<file path="config.mk">
export PLATFORM = sky130hd
export DESIGN_NAME = local_packet_injector
export DESIGN_NICKNAME = d
export VERILOG_FILES = /design/src/rtl/noc_pkg.sv /design/src/rtl/credit_counter.sv /design/src/rtl/local_packet_injector.sv
export SDC_FILE = /design/constraint.sdc
export NUM_CORES = 1
export LEC_CHECK = 0
export BUFFER_PORTS_ARGS = -buffer_cell sky130_fd_sc_hd__buf_2
export CAP_MARGIN = 30
export CELL_PAD_IN_SITES_DETAIL_PLACEMENT = 0
export CELL_PAD_IN_SITES_GLOBAL_PLACEMENT = 1
export CORE_ASPECT_RATIO = 0.75
export CORE_MARGIN = 10
export CORE_UTILIZATION = 38
export CTS_CLUSTER_SIZE = 12
export DETAILED_ROUTE_END_ITERATION = 12
export PLACE_DENSITY = 0.93
export SLEW_MARGIN = 25
export SYNTH_ARGS = -nofsm -noshare
export SYNTH_HDL_FRONTEND = slang
export SYNTH_SLANG_ARGS = --single-unit
</file>
<file path="constraint.sdc">
create_clock -name clk -period 5.49 [get_ports clk]
set_input_delay 1.098 -clock clk [delete_from_list [all_inputs] [get_ports clk]]
set_output_delay 1.098 -clock clk [all_outputs]
set_load 0.01 [all_outputs]
</file>
<file path="src/rtl/noc_pkg.sv">
// Shared NoC definitions: flit geometry, header field layout and injector states.
package noc_pkg;

  localparam int FLIT_W   = 17;
  localparam int ID_W     = 4;
  localparam int LEN_W    = 3;
  localparam int CREDIT_W = 3;

  localparam int VALID_BIT = 16;
  localparam int DEST_LSB  = 12;
  localparam int SRC_LSB   = 8;
  localparam int LEN_LSB   = 5;

  typedef enum logic [1:0] {
    IDLE = 2'd0,
    HEAD = 2'd1,
    BODY = 2'd2
  } inj_state_t;

  function automatic logic [FLIT_W-1:0] make_header(input logic [ID_W-1:0]  dest,
                                                    input logic [ID_W-1:0]  src,
                                                    input logic [LEN_W-1:0] len);
    logic [FLIT_W-1:0] h;
    h                     = '0;
    h[VALID_BIT]          = 1'b1;
    h[DEST_LSB +: ID_W]   = dest;
    h[SRC_LSB +: ID_W]    = src;
    h[LEN_LSB +: LEN_W]   = len;
    return h;
  endfunction

endpackage

</file>
<file path="src/rtl/credit_counter.sv">
// Credit tracker for one downstream buffer: starts full, saturates at BUF_DEPTH
// and flags a sticky error on a return that would overflow it.
module credit_counter
  import noc_pkg::*;
#(
  parameter int BUF_DEPTH = 4
) (
  input  logic                clk,
  input  logic                rst,
  input  logic                dec,
  input  logic                inc,
  output logic [CREDIT_W-1:0] count,
  output logic                avail,
  output logic                err
);

  localparam logic [CREDIT_W-1:0] FULL = CREDIT_W'(BUF_DEPTH);

  logic dec_ok;

  assign avail  = (count != '0);
  // A decrement at zero credit is ignored so a misbehaving user cannot wrap the count.
  assign dec_ok = dec & avail;

  always_ff @(posedge clk) begin
    if (!rst) begin
      count <= FULL;
      err   <= 1'b0;
    end else if (dec_ok && !inc) begin
      count <= count - 1'b1;
    end else if (inc && !dec_ok) begin
      if (count == FULL) err <= 1'b1;
      else               count <= count + 1'b1;
    end
  end

endmodule

</file>
<file path="src/rtl/local_packet_injector.sv">
// Local-port packet injector: request + payload stream in, header/body flits out,
// every flit gated by a credit for the router's local input buffer.
//
// state | meaning
// IDLE  | waiting for a packet request, no flit driven
// HEAD  | request latched, header goes out once a credit is available
// BODY  | forwarding payload words until the latched length is exhausted
module local_packet_injector
  import noc_pkg::*;
#(
  parameter logic [ID_W-1:0] ROUTER_ID = '0,
  parameter int              BUF_DEPTH = 4
) (
  input  logic                clk,
  input  logic                rst,
  input  logic                req_valid_i,
  input  logic [ID_W-1:0]     req_dest_i,
  input  logic [LEN_W-1:0]    req_len_i,
  output logic                req_ready_o,
  input  logic                pay_valid_i,
  input  logic [15:0]         pay_data_i,
  output logic                pay_ready_o,
  input  logic                credit_inc_i,
  output logic [FLIT_W-1:0]   flit_o,
  output logic [CREDIT_W-1:0] credit_o,
  output logic                busy_o,
  output logic                pkt_done_o,
  output logic                credit_err_o
);

  inj_state_t       state_q, state_d;
  logic [ID_W-1:0]  dest_q, dest_d;
  logic [LEN_W-1:0] len_q, len_d;
  logic [LEN_W-1:0] rem_q, rem_d;
  logic [FLIT_W-1:0] flit_q, flit_d;
  logic             done_q, done_d;
  logic             send;
  logic             avail;
  logic             pay_xfer;

  credit_counter #(.BUF_DEPTH(BUF_DEPTH)) u_credit (
    .clk   (clk),
    .rst   (rst),
    .dec   (send),
    .inc   (credit_inc_i),
    .count (credit_o),
    .avail (avail),
    .err   (credit_err_o)
  );

  always_ff @(posedge clk) begin
    if (!rst) begin
      state_q <= IDLE;
      dest_q  <= '0;
      len_q   <= '0;
      rem_q   <= '0;
      flit_q  <= '0;
      done_q  <= 1'b0;
    end else begin
      state_q <= state_d;
      dest_q  <= dest_d;
      len_q   <= len_d;
      rem_q   <= rem_d;
      flit_q  <= flit_d;
      done_q  <= done_d;
    end
  end

  always_comb begin
    state_d     = state_q;
    dest_d      = dest_q;
    len_d       = len_q;
    rem_d       = rem_q;
    flit_d      = '0;
    done_d      = 1'b0;
    send        = 1'b0;
    req_ready_o = 1'b0;
    pay_xfer    = 1'b0;
    unique case (state_q)
      IDLE: begin
        req_ready_o = 1'b1;
        if (req_valid_i) begin
          dest_d  = req_dest_i;
          len_d   = req_len_i;
          state_d = HEAD;
        end
      end
      HEAD: begin
        if (avail) begin
          send   = 1'b1;
          flit_d = make_header(dest_q, ROUTER_ID, len_q);
          if (len_q == '0) begin
            done_d  = 1'b1;
            state_d = IDLE;
          end else begin
            rem_d   = len_q;
            state_d = BODY;
          end
        end
      end
      BODY: begin
        pay_xfer = pay_valid_i & avail;
        if (pay_xfer) begin
          send   = 1'b1;
          flit_d = {1'b1, pay_data_i};
          rem_d  = rem_q - 1'b1;
          // Last body word: done pulse travels with the flit, then one idle gap.
          if (rem_q == LEN_W'(1)) begin
            done_d  = 1'b1;
            state_d = IDLE;
          end
        end
      end
      default: state_d = IDLE;
    endcase
  end

  assign pay_ready_o = pay_xfer;
  assign flit_o      = flit_q;
  assign pkt_done_o  = done_q;
  assign busy_o      = (state_q != IDLE);

endmodule

</file>
### After elaboration in Yosys (flattened, before gate mapping)

Index checks and enable logic that the tools add are counted.

* reduce and logical (&&, ||, !) cells: 15
* order comparisons: 0
* $mul: 0
* equal/unequal tests: 10
* add/subtract/negate cells: 3
* bitwise operators: 3
* shift-type cells: 0
* divide/modulo/power cells: 0
* muxes and demuxes: 26

Operators by type and width (count)
* 17-bit two-way mux: 2
* 17-bit case mux with 2 select lines: 1
* 3-bit two-way mux: 6
* 2-bit two-way mux: 5
* 2-bit != test, second input constant: 5
* 1-bit two-way mux: 8
* 4-bit AND reduction: 2
* 2-bit case mux with 3 select lines: 1
* 3-bit case mux with 2 select lines: 1
* 2-bit nonzero test: 3
* 3-bit by 1-bit subtractor with 3-bit output, second input constant: 2
* 1-bit case mux with 2 select lines: 2
* 2-bit AND reduction: 2
* 3-bit by 1-bit adder with 3-bit output, second input constant: 1
* 3-bit by 1-bit == test with 1-bit output, second input constant: 1
* 3-bit == test, second input constant: 1
* 3-bit logical NOT: 1
* 3-bit AND reduction: 1
* 3-bit nonzero test: 1
* 1-bit bitwise AND: 2
* 2-bit by 1-bit == test with 1-bit output, second input constant: 1
* 2-bit == test, second input constant: 1
* 1-bit logical AND: 2
* 1-bit logical NOT: 2
* 3 further kinds: 3

* word-level logic and storage cells: 65
* bits in writable memories: 0
* bits in read-only memories: 0
* input port bits: 28
* bits in latches: 0
* bits in registers: 34
* output and inout port bits: 25
* memories: 0

### Depth between registers and ports, before layout

Gate-level depths: netlist of the first run.

* depth after elaboration: 9
* gate-level depth with buffers: 13
* gate-level depth less buffers: 12

### Cells and area by module

A second synthesis of the first run with hierarchy kept.

* cells, all modules: 162
* area total of the unflattened synthesis: 1480.2 um^2

By module, submodules not included
* local_packet_injector: area an instance 1214.9 um^2, cells an instance 132, sequential area each 600.6 um^2, times used 1
* credit_counter: area an instance 265.3 um^2, cells an instance 30, sequential area each 80.1 um^2, times used 1

### Least setup slack after synthesis of the first run

OpenSTA, ideal clock, no wires.

* path kind: in2reg
* start: in pay_valid_i
* end: reg u_credit.count[2]
* arrival: 2.642 ns
* stages on the path: 10
* buffers on the path: 0
* setup slack: 2.698 ns
* cells stage by stage: and3_4 o211ai_1 inv_1 ha_1 inv_1 fa_1 o21bai_1 o21a_1 o21ai_0 o311ai_0

* longest elaborated chain between the ends: 8
* elaborated cells between the ends (all ways): 11
* classes of those cells: eq/ne (1); mux (3); bitwise (2); reduce/logical (5)

RTL lines
* from (decl): RTL line local_packet_injector.sv:20 `input logic pay_valid_i,`
* 1-bit bitwise AND (*): RTL line local_packet_injector.sv:102 `pay_xfer = pay_valid_i & avail;`
* 1-bit two-way mux (*): RTL line local_packet_injector.sv:103 `if (pay_xfer) begin`
* 1-bit case mux with 2 select lines (*): RTL line local_packet_injector.sv:79 `unique case (state_q)`
* 1-bit bitwise AND (*): RTL line credit_counter.sv:23 `assign dec_ok = dec & avail;`
* 1-bit logical NOT: RTL line credit_counter.sv:31 `end else if (inc && !dec_ok) begin`
* 1-bit logical AND: RTL line credit_counter.sv:31
* 2-bit nonzero test (no line)
* 2-bit AND reduction (no line)
* to (signal assigned): RTL line credit_counter.sv:30 `count <= count - 1'b1;`
* to (signal assigned): RTL line credit_counter.sv:33 `else count <= count + 1'b1;`
* to (decl): RTL line credit_counter.sv:12 `output logic [CREDIT_W-1:0] count,`

Every way passes the cells marked *; elsewhere a longest branch is shown, timed or not.
A chain may end at the register's enable or synchronous reset.

### Worst setup path after layout of the first run

Ends and elaborated chain as after synthesis.

==> results of run 1 <==
## through the flow
step | utilization, % | hold slack (ns) | instance area (µm²)
global route | 49.8 | 0.472 | 1850
global placement | 47.3 | 0.441 | 1760
detailed placement | 47.3 | 0.444 | 1760
finish | 49.8 | 0.450 | 1850
CTS | 49.8 | 0.453 | 1850
floorplan | - | 0.432 | 1480
## layer usage
metal	up-vias	share of wire, %	GRT usage, %
met5	-	0	0
met4	0	1.4	3.58
met3	4	7.5	4.72
met2	38	48	16.3
met1	588	43	12.3
li1	650	-	-
## power breakdown
group,switching [mW],total [mW],internal (mW)
logic,0.0384,0.0659,0.0275
registers,0.00582,0.260,0.255
clock network,0.0866,0.188,0.101
total,0.131,0.514,0.383
## how the worst max path moves through the flow
stage	slack, ns	startpoint	end
after global placement	2.43	pay_valid_i	u_credit.count[2]
after floorplan	2.70	pay_valid_i	u_credit.count[2]
after detailed placement	2.34	pay_valid_i	u_credit.count[2]
after global routing	2.50	state_q[0]	u_credit.count[2]
after CTS	2.65	pay_valid_i	u_credit.count[2]
final	2.64	pay_valid_i	u_credit.count[2]
## Yosys cell counts, types with 2 or more instances
| master | number | area (µm²) |
|---|---|---|
| inv_1 | 15 | 56.3 |
| nand3b_1 | 2 | 15.0 |
| nor2_1 | 12 | 45.0 |
| o21a_1 | 2 | 15.0 |
| nor3_1 | 2 | 10.0 |
| clkbuf_1 | 5 | 18.8 |
| buf_2 | 2 | 10.0 |
| nand3_1 | 7 | 35.0 |
| buf_6 | 2 | 22.5 |
| a21oi_1 | 12 | 60.1 |
| mux2i_1 | 2 | 20.0 |
| o32ai_1 | 2 | 17.5 |
| o21ai_0 | 4 | 20.0 |
| nor4b_1 | 2 | 17.5 |
| ha_1 | 7 | 87.6 |
| and2_4 | 9 | 78.8 |
| dfxtp_1 | 34 | 681 |
| a22oi_1 | 7 | 52.6 |
| a211o_1 | 2 | 17.5 |
| and3_4 | 2 | 22.5 |
| nand2_1 | 15 | 56.3 |
| o211ai_1 | 2 | 15.0 |
## cell families (layout without fill, tap and decap cells)
group                    after synthesis  count (layout)  share of synthesized area [%]
multiplexers                           2               2                           1.35
buffers and inverters                 24              75                           7.26
AND/OR/NAND/NOR                       54              54                           20.5
adder cells (fa/ha/maj)                8               8                           7.26
flip-flops                            34              34                           45.9
AO/OA/AOI/OAI                         38              38                           17.1
XOR/XNOR                               1               1                          0.591
## sequential cells by signal (all words and copies together) (netlist names)
register,count
len_q,3
u_credit.err,1
flit_o,17
state_q,2
u_credit.count,3
pkt_done_o,1
rem_q,3
dest_q,4
## layout make-up
type | instances | area (µm²)
Fill cell | 359 | 1860
Clock inverter | 1 | 5.00
Sequential cell | 34 | 681
Tap cell | 52 | 65.1
Clock buffer | 7 | 86.3
Inverter | 15 | 56.3
Timing Repair Buffer | 52 | 260
Multi-Input combinational cell | 103 | 693
## worst max-delay path, cell delays in order
cell,delay [ns]
buf_2,0.10
and3_4,0.27
o211ai_1,0.13
inv_1,0.07
ha_1,0.21
inv_1,0.08
fa_1,0.41
o21bai_1,0.17
o21a_1,0.16
o21ai_0,0.13
o311ai_0,0.14
==> run metrics, run 1 <==
setup_tns 0 ns; vias in the first global route between 1k and 1.5k; Power Dens Cells 278 nW/µm²; max cap viols 0; RSZ-0062 raised after global routing false; R2R Setup Slk 2.71 ns; pin count of the biggest net entering global routing 14; hold-fix buffers at CTS 0; Peak VDD IR 0.000131 V; Antenna Nets Post-Route 0; diode count 0; num rows 19; Die ar. about 6800 µm²; setup violators final 0; CP arrival between 2 and 3 ns; Worst-Margin Slew about 0.42 ns; Hold Path Depth 2; min cycle time layout 2.85 ns; share of cells above drive strength 1 33.5%; CTS buffer count 5; Worst Hold End rem_q[1]; Post-synth EDFFs 0; final WL 3580 µm; status completed; overall routing resource usage 10.3%; slew margin rel. 71.8%; setup repair bufs after CTS 0; Mean Syn Cell Area 9.20 µm²; Seq/Total Area, Yosys between 40% and 50%; FF+latch count, synth 34; PortBufs 52; drt first-iter violations 96; asr flop ratio synth 0%; clock sink count 34; most frequent cells in the layout buf_2 (52), dfxtp_1 (34), inv_1 (15), nand2_1 (15); Initial Util 39.9%; kind of critical path input port to flip-flop; Post-Syn Instances 161; Avg Vias per Cell 4.85; Clock Tree Root clkbuf_8; Reg clk slew, reported paths 0.07 ns; Max Slew Vio Count 0; layout overhead on the synthesized area 24.7%; Routed WL per cell 13.6 µm; CTS tree done; post-CTS sizing 0; Worst-Skew Late Latency 0.28 ns; Worst Hold Class flip-flop to flip-flop; Longest Clk Path Bufs 2; r2r worst-path depth 12; most common cell after layout, fill and taps aside buf_2; GPL Wtd Cong 0.805; Leakage 0.836 nW; Power Total 514 µW; Chip Width 92.1 µm; worst hold path startpoint rem_q[1]; grt total ovfl 0; Core ar. around 3700 µm²; Crit path required time 5.63 ns; FF-to-FF Start state_q[0]; RR Endpoint u_credit.count[2]; endpoints failing hold 0; setup ws final 2.64 ns; ys flop type dfxtp_1; final period utilization slightly above 50%; I/O pin count 53; Clock Skew between 0.004 and 0.005 ns; 1st-pass router iterations 4; Vias 1280; final cell count without fillers 264; syn_nets 197; synth unique cells 34; placed cell count between 200 and 300; residual DRC count 0; Worst setup EP type flip-flop; crit start category input port; Post-DP HPWL 2780 µm; fin nets 247; initial antenna violation count 0; dpl ws 2.34 ns; yosys warns 0; synthesized area 1480 µm²; Achievable Freq 0.351 GHz; CTS H-tree depth 2; global-route wire length before repair 5730 µm; Max FO, Critical Path 12; Die H approximately 74 µm
Note: power is estimated with default switching activity, not from simulation.
==> run 2: changes to the inputs <==
--- a/config.mk
+++ b/config.mk
@@ -11,10 +11,10 @@
 export CELL_PAD_IN_SITES_GLOBAL_PLACEMENT = 1
 export CORE_ASPECT_RATIO = 0.75
 export CORE_MARGIN = 10
-export CORE_UTILIZATION = 38
+export CORE_UTILIZATION = 35
 export CTS_CLUSTER_SIZE = 12
 export DETAILED_ROUTE_END_ITERATION = 12
-export PLACE_DENSITY = 0.93
+export PLACE_DENSITY = 0.87
 export SLEW_MARGIN = 25
 export SYNTH_ARGS = -nofsm -noshare
 export SYNTH_HDL_FRONTEND = slang
==> constraint.sdc (replaced) <==
create_clock -name clk -period 2.8 [get_ports clk]
set_input_delay 0.56 -clock clk [delete_from_list [all_inputs] [get_ports clk]]
set_output_delay 0.56 -clock clk [all_outputs]
set_load 0.01 [all_outputs]
==> run metrics, run 2 (synthesized netlist as in run 1, its figures left out) <==
Chip Width 95.1 µm; drt first-iter violations 94; Max Slew Vio Count 0; setup repair bufs after CTS 0; crit start category flip-flop; vias in the first global route 1318; setup violators final 0; I/O pin count between 50 and 60; Peak VDD IR 0.000289 V; 1st-pass router iterations 4; Longest Clk Path Bufs 2; clock sink count 34; slew margin rel. 69.7%; hold-fix buffers at CTS 0; RSZ-0062 raised after global routing false; Post-DP HPWL 2760 µm; Largest register FFs 17; r2r worst-path depth 11; residual DRC count 0; Reg clk slew, reported paths 0.07 ns; post-CTS sizing 0; CP arrival 2.72 ns; register area 681 µm²; global-route wire length before repair 6140 µm; Max FO, Critical Path 12; Clock Tree Root clkbuf_8; R2R Setup Slk 0.23 ns; endpoints failing hold 0; overall routing resource usage 10.4%; Routed WL per cell 13.4 µm; Antenna Nets Post-Route 0; Power Dens Cells 541 nW/µm²; Core ar. 4080 µm²; diode count 0; max cap viols 0; status completed; GPL Wtd Cong 0.758; fin nets 249; share of cells above drive strength 1 34.1%; CTS H-tree depth 2; Clock Skew 0.00555 ns; RR Endpoint u_credit.count[2]; area of placed instances 1770 µm²; FF-to-FF Start u_credit.count[1]; Worst Hold Class flip-flop to flip-flop; grt total ovfl 0; Vias between 1k and 1.5k; setup_tns 0 ns; kind of critical path flip-flop to flip-flop; CTS buffer count 5; Worst-Skew Late Latency 0.28 ns; Worst setup EP type flip-flop; initial antenna violation count 0; Worst Hold End dest_q[3]; Die H around 76 µm; Leakage 0.847 nW; Achievable Freq 0.389 GHz; most common cell after layout, fill and taps aside buf_2; final WL around 3600 µm; layout overhead on the synthesized area 25.9%; pin count of the biggest net entering global routing 14; final instance area 1870 µm²; min cycle time layout 2.57 ns; num rows 20; CTS tree done; Worst-Margin Slew 0.454 ns; Avg Vias per Cell 4.70; area of the multi-input gates 693 µm²; most frequent cells in the layout buf_2 (52), dfxtp_1 (34), inv_1 (15), nand2_1 (15); Initial Util between 30 and 40%; fill cell count 433; Crit path required time between 2 and 3 ns; worst hold path startpoint dest_q[3]; PortBufs 52; Die ar. 7260 µm²; Hold Path Depth 2; final period utilization roughly 92%
run 2: changes by cell type in the layout (fill, tap and decap cells not counted):
cell / change
buf_4: +2
run 2: worst max-delay path by stage:
stage,from,end,slack [ns]
2_1_floorplan,state_q[0],u_credit.count[2],0.42
3_3_place_gp,pay_valid_i,u_credit.count[2],0.25
3_5_place_dp,pay_valid_i,u_credit.count[2],0.21
4_1_cts,u_credit.count[1],u_credit.count[2],0.25
5_1_grt,u_credit.count[1],u_credit.count[2],0.06
6_report,u_credit.count[1],u_credit.count[2],0.23
run 2: power breakdown:
group          total [mW]  switching [mW]  internal (mW)  leakage [nW]
Combinational       0.131          0.0764         0.0549         0.523
Sequential          0.510          0.0104          0.499         0.276
Clock               0.368           0.170          0.198        0.0482
Total                1.01           0.257          0.752         0.847
run 2: worst max-delay path, stage by stage (launching register included):
cell and delay, ns:
dfxtp_1 0.45, or3_4 0.18, and3_4 0.26, o211ai_1 0.13
inv_1 0.08, ha_1 0.22, inv_1 0.09, fa_1 0.42
o21bai_1 0.18, o21a_1 0.16, o21ai_0 0.13, o311ai_0 0.13
run 2: layout make-up:
type | instances | area share (%)
clock buffers | 7 | 4.63
clock inverters | 1 | 0.268
inverters | 15 | 3.02
multi-input cells | 103 | 37.2
flip-flops and latches | 34 | 36.5
well taps | 55 | 3.69
repair buffers | 54 | 14.8
run 2: per-stage QoR:
step	hold WS [ns]	util, %	std cells	power (mW)	setup WS (ns)
after detailed placement	0.449	43.5	261	0.652	0.212
after CTS	0.458	45.7	269	1.02	0.247
after global routing	0.487	45.7	269	1.06	0.0575
after global placement	0.446	43.5	261	0.651	0.252
final	0.460	45.7	269	1.01	0.231
after floorplan	0.432	-	161	0.604	0.420
run 2: metal layers:
metal  global-route usage, %  routed length [µm]  vias to the layer above
met4                    3.88                  51                        0
met2                    15.3                1590                       41
met5                       0                   0                        -
met3                    4.63                 281                        6
li1                        -                   -                      651
met1                    13.0                1690                      565
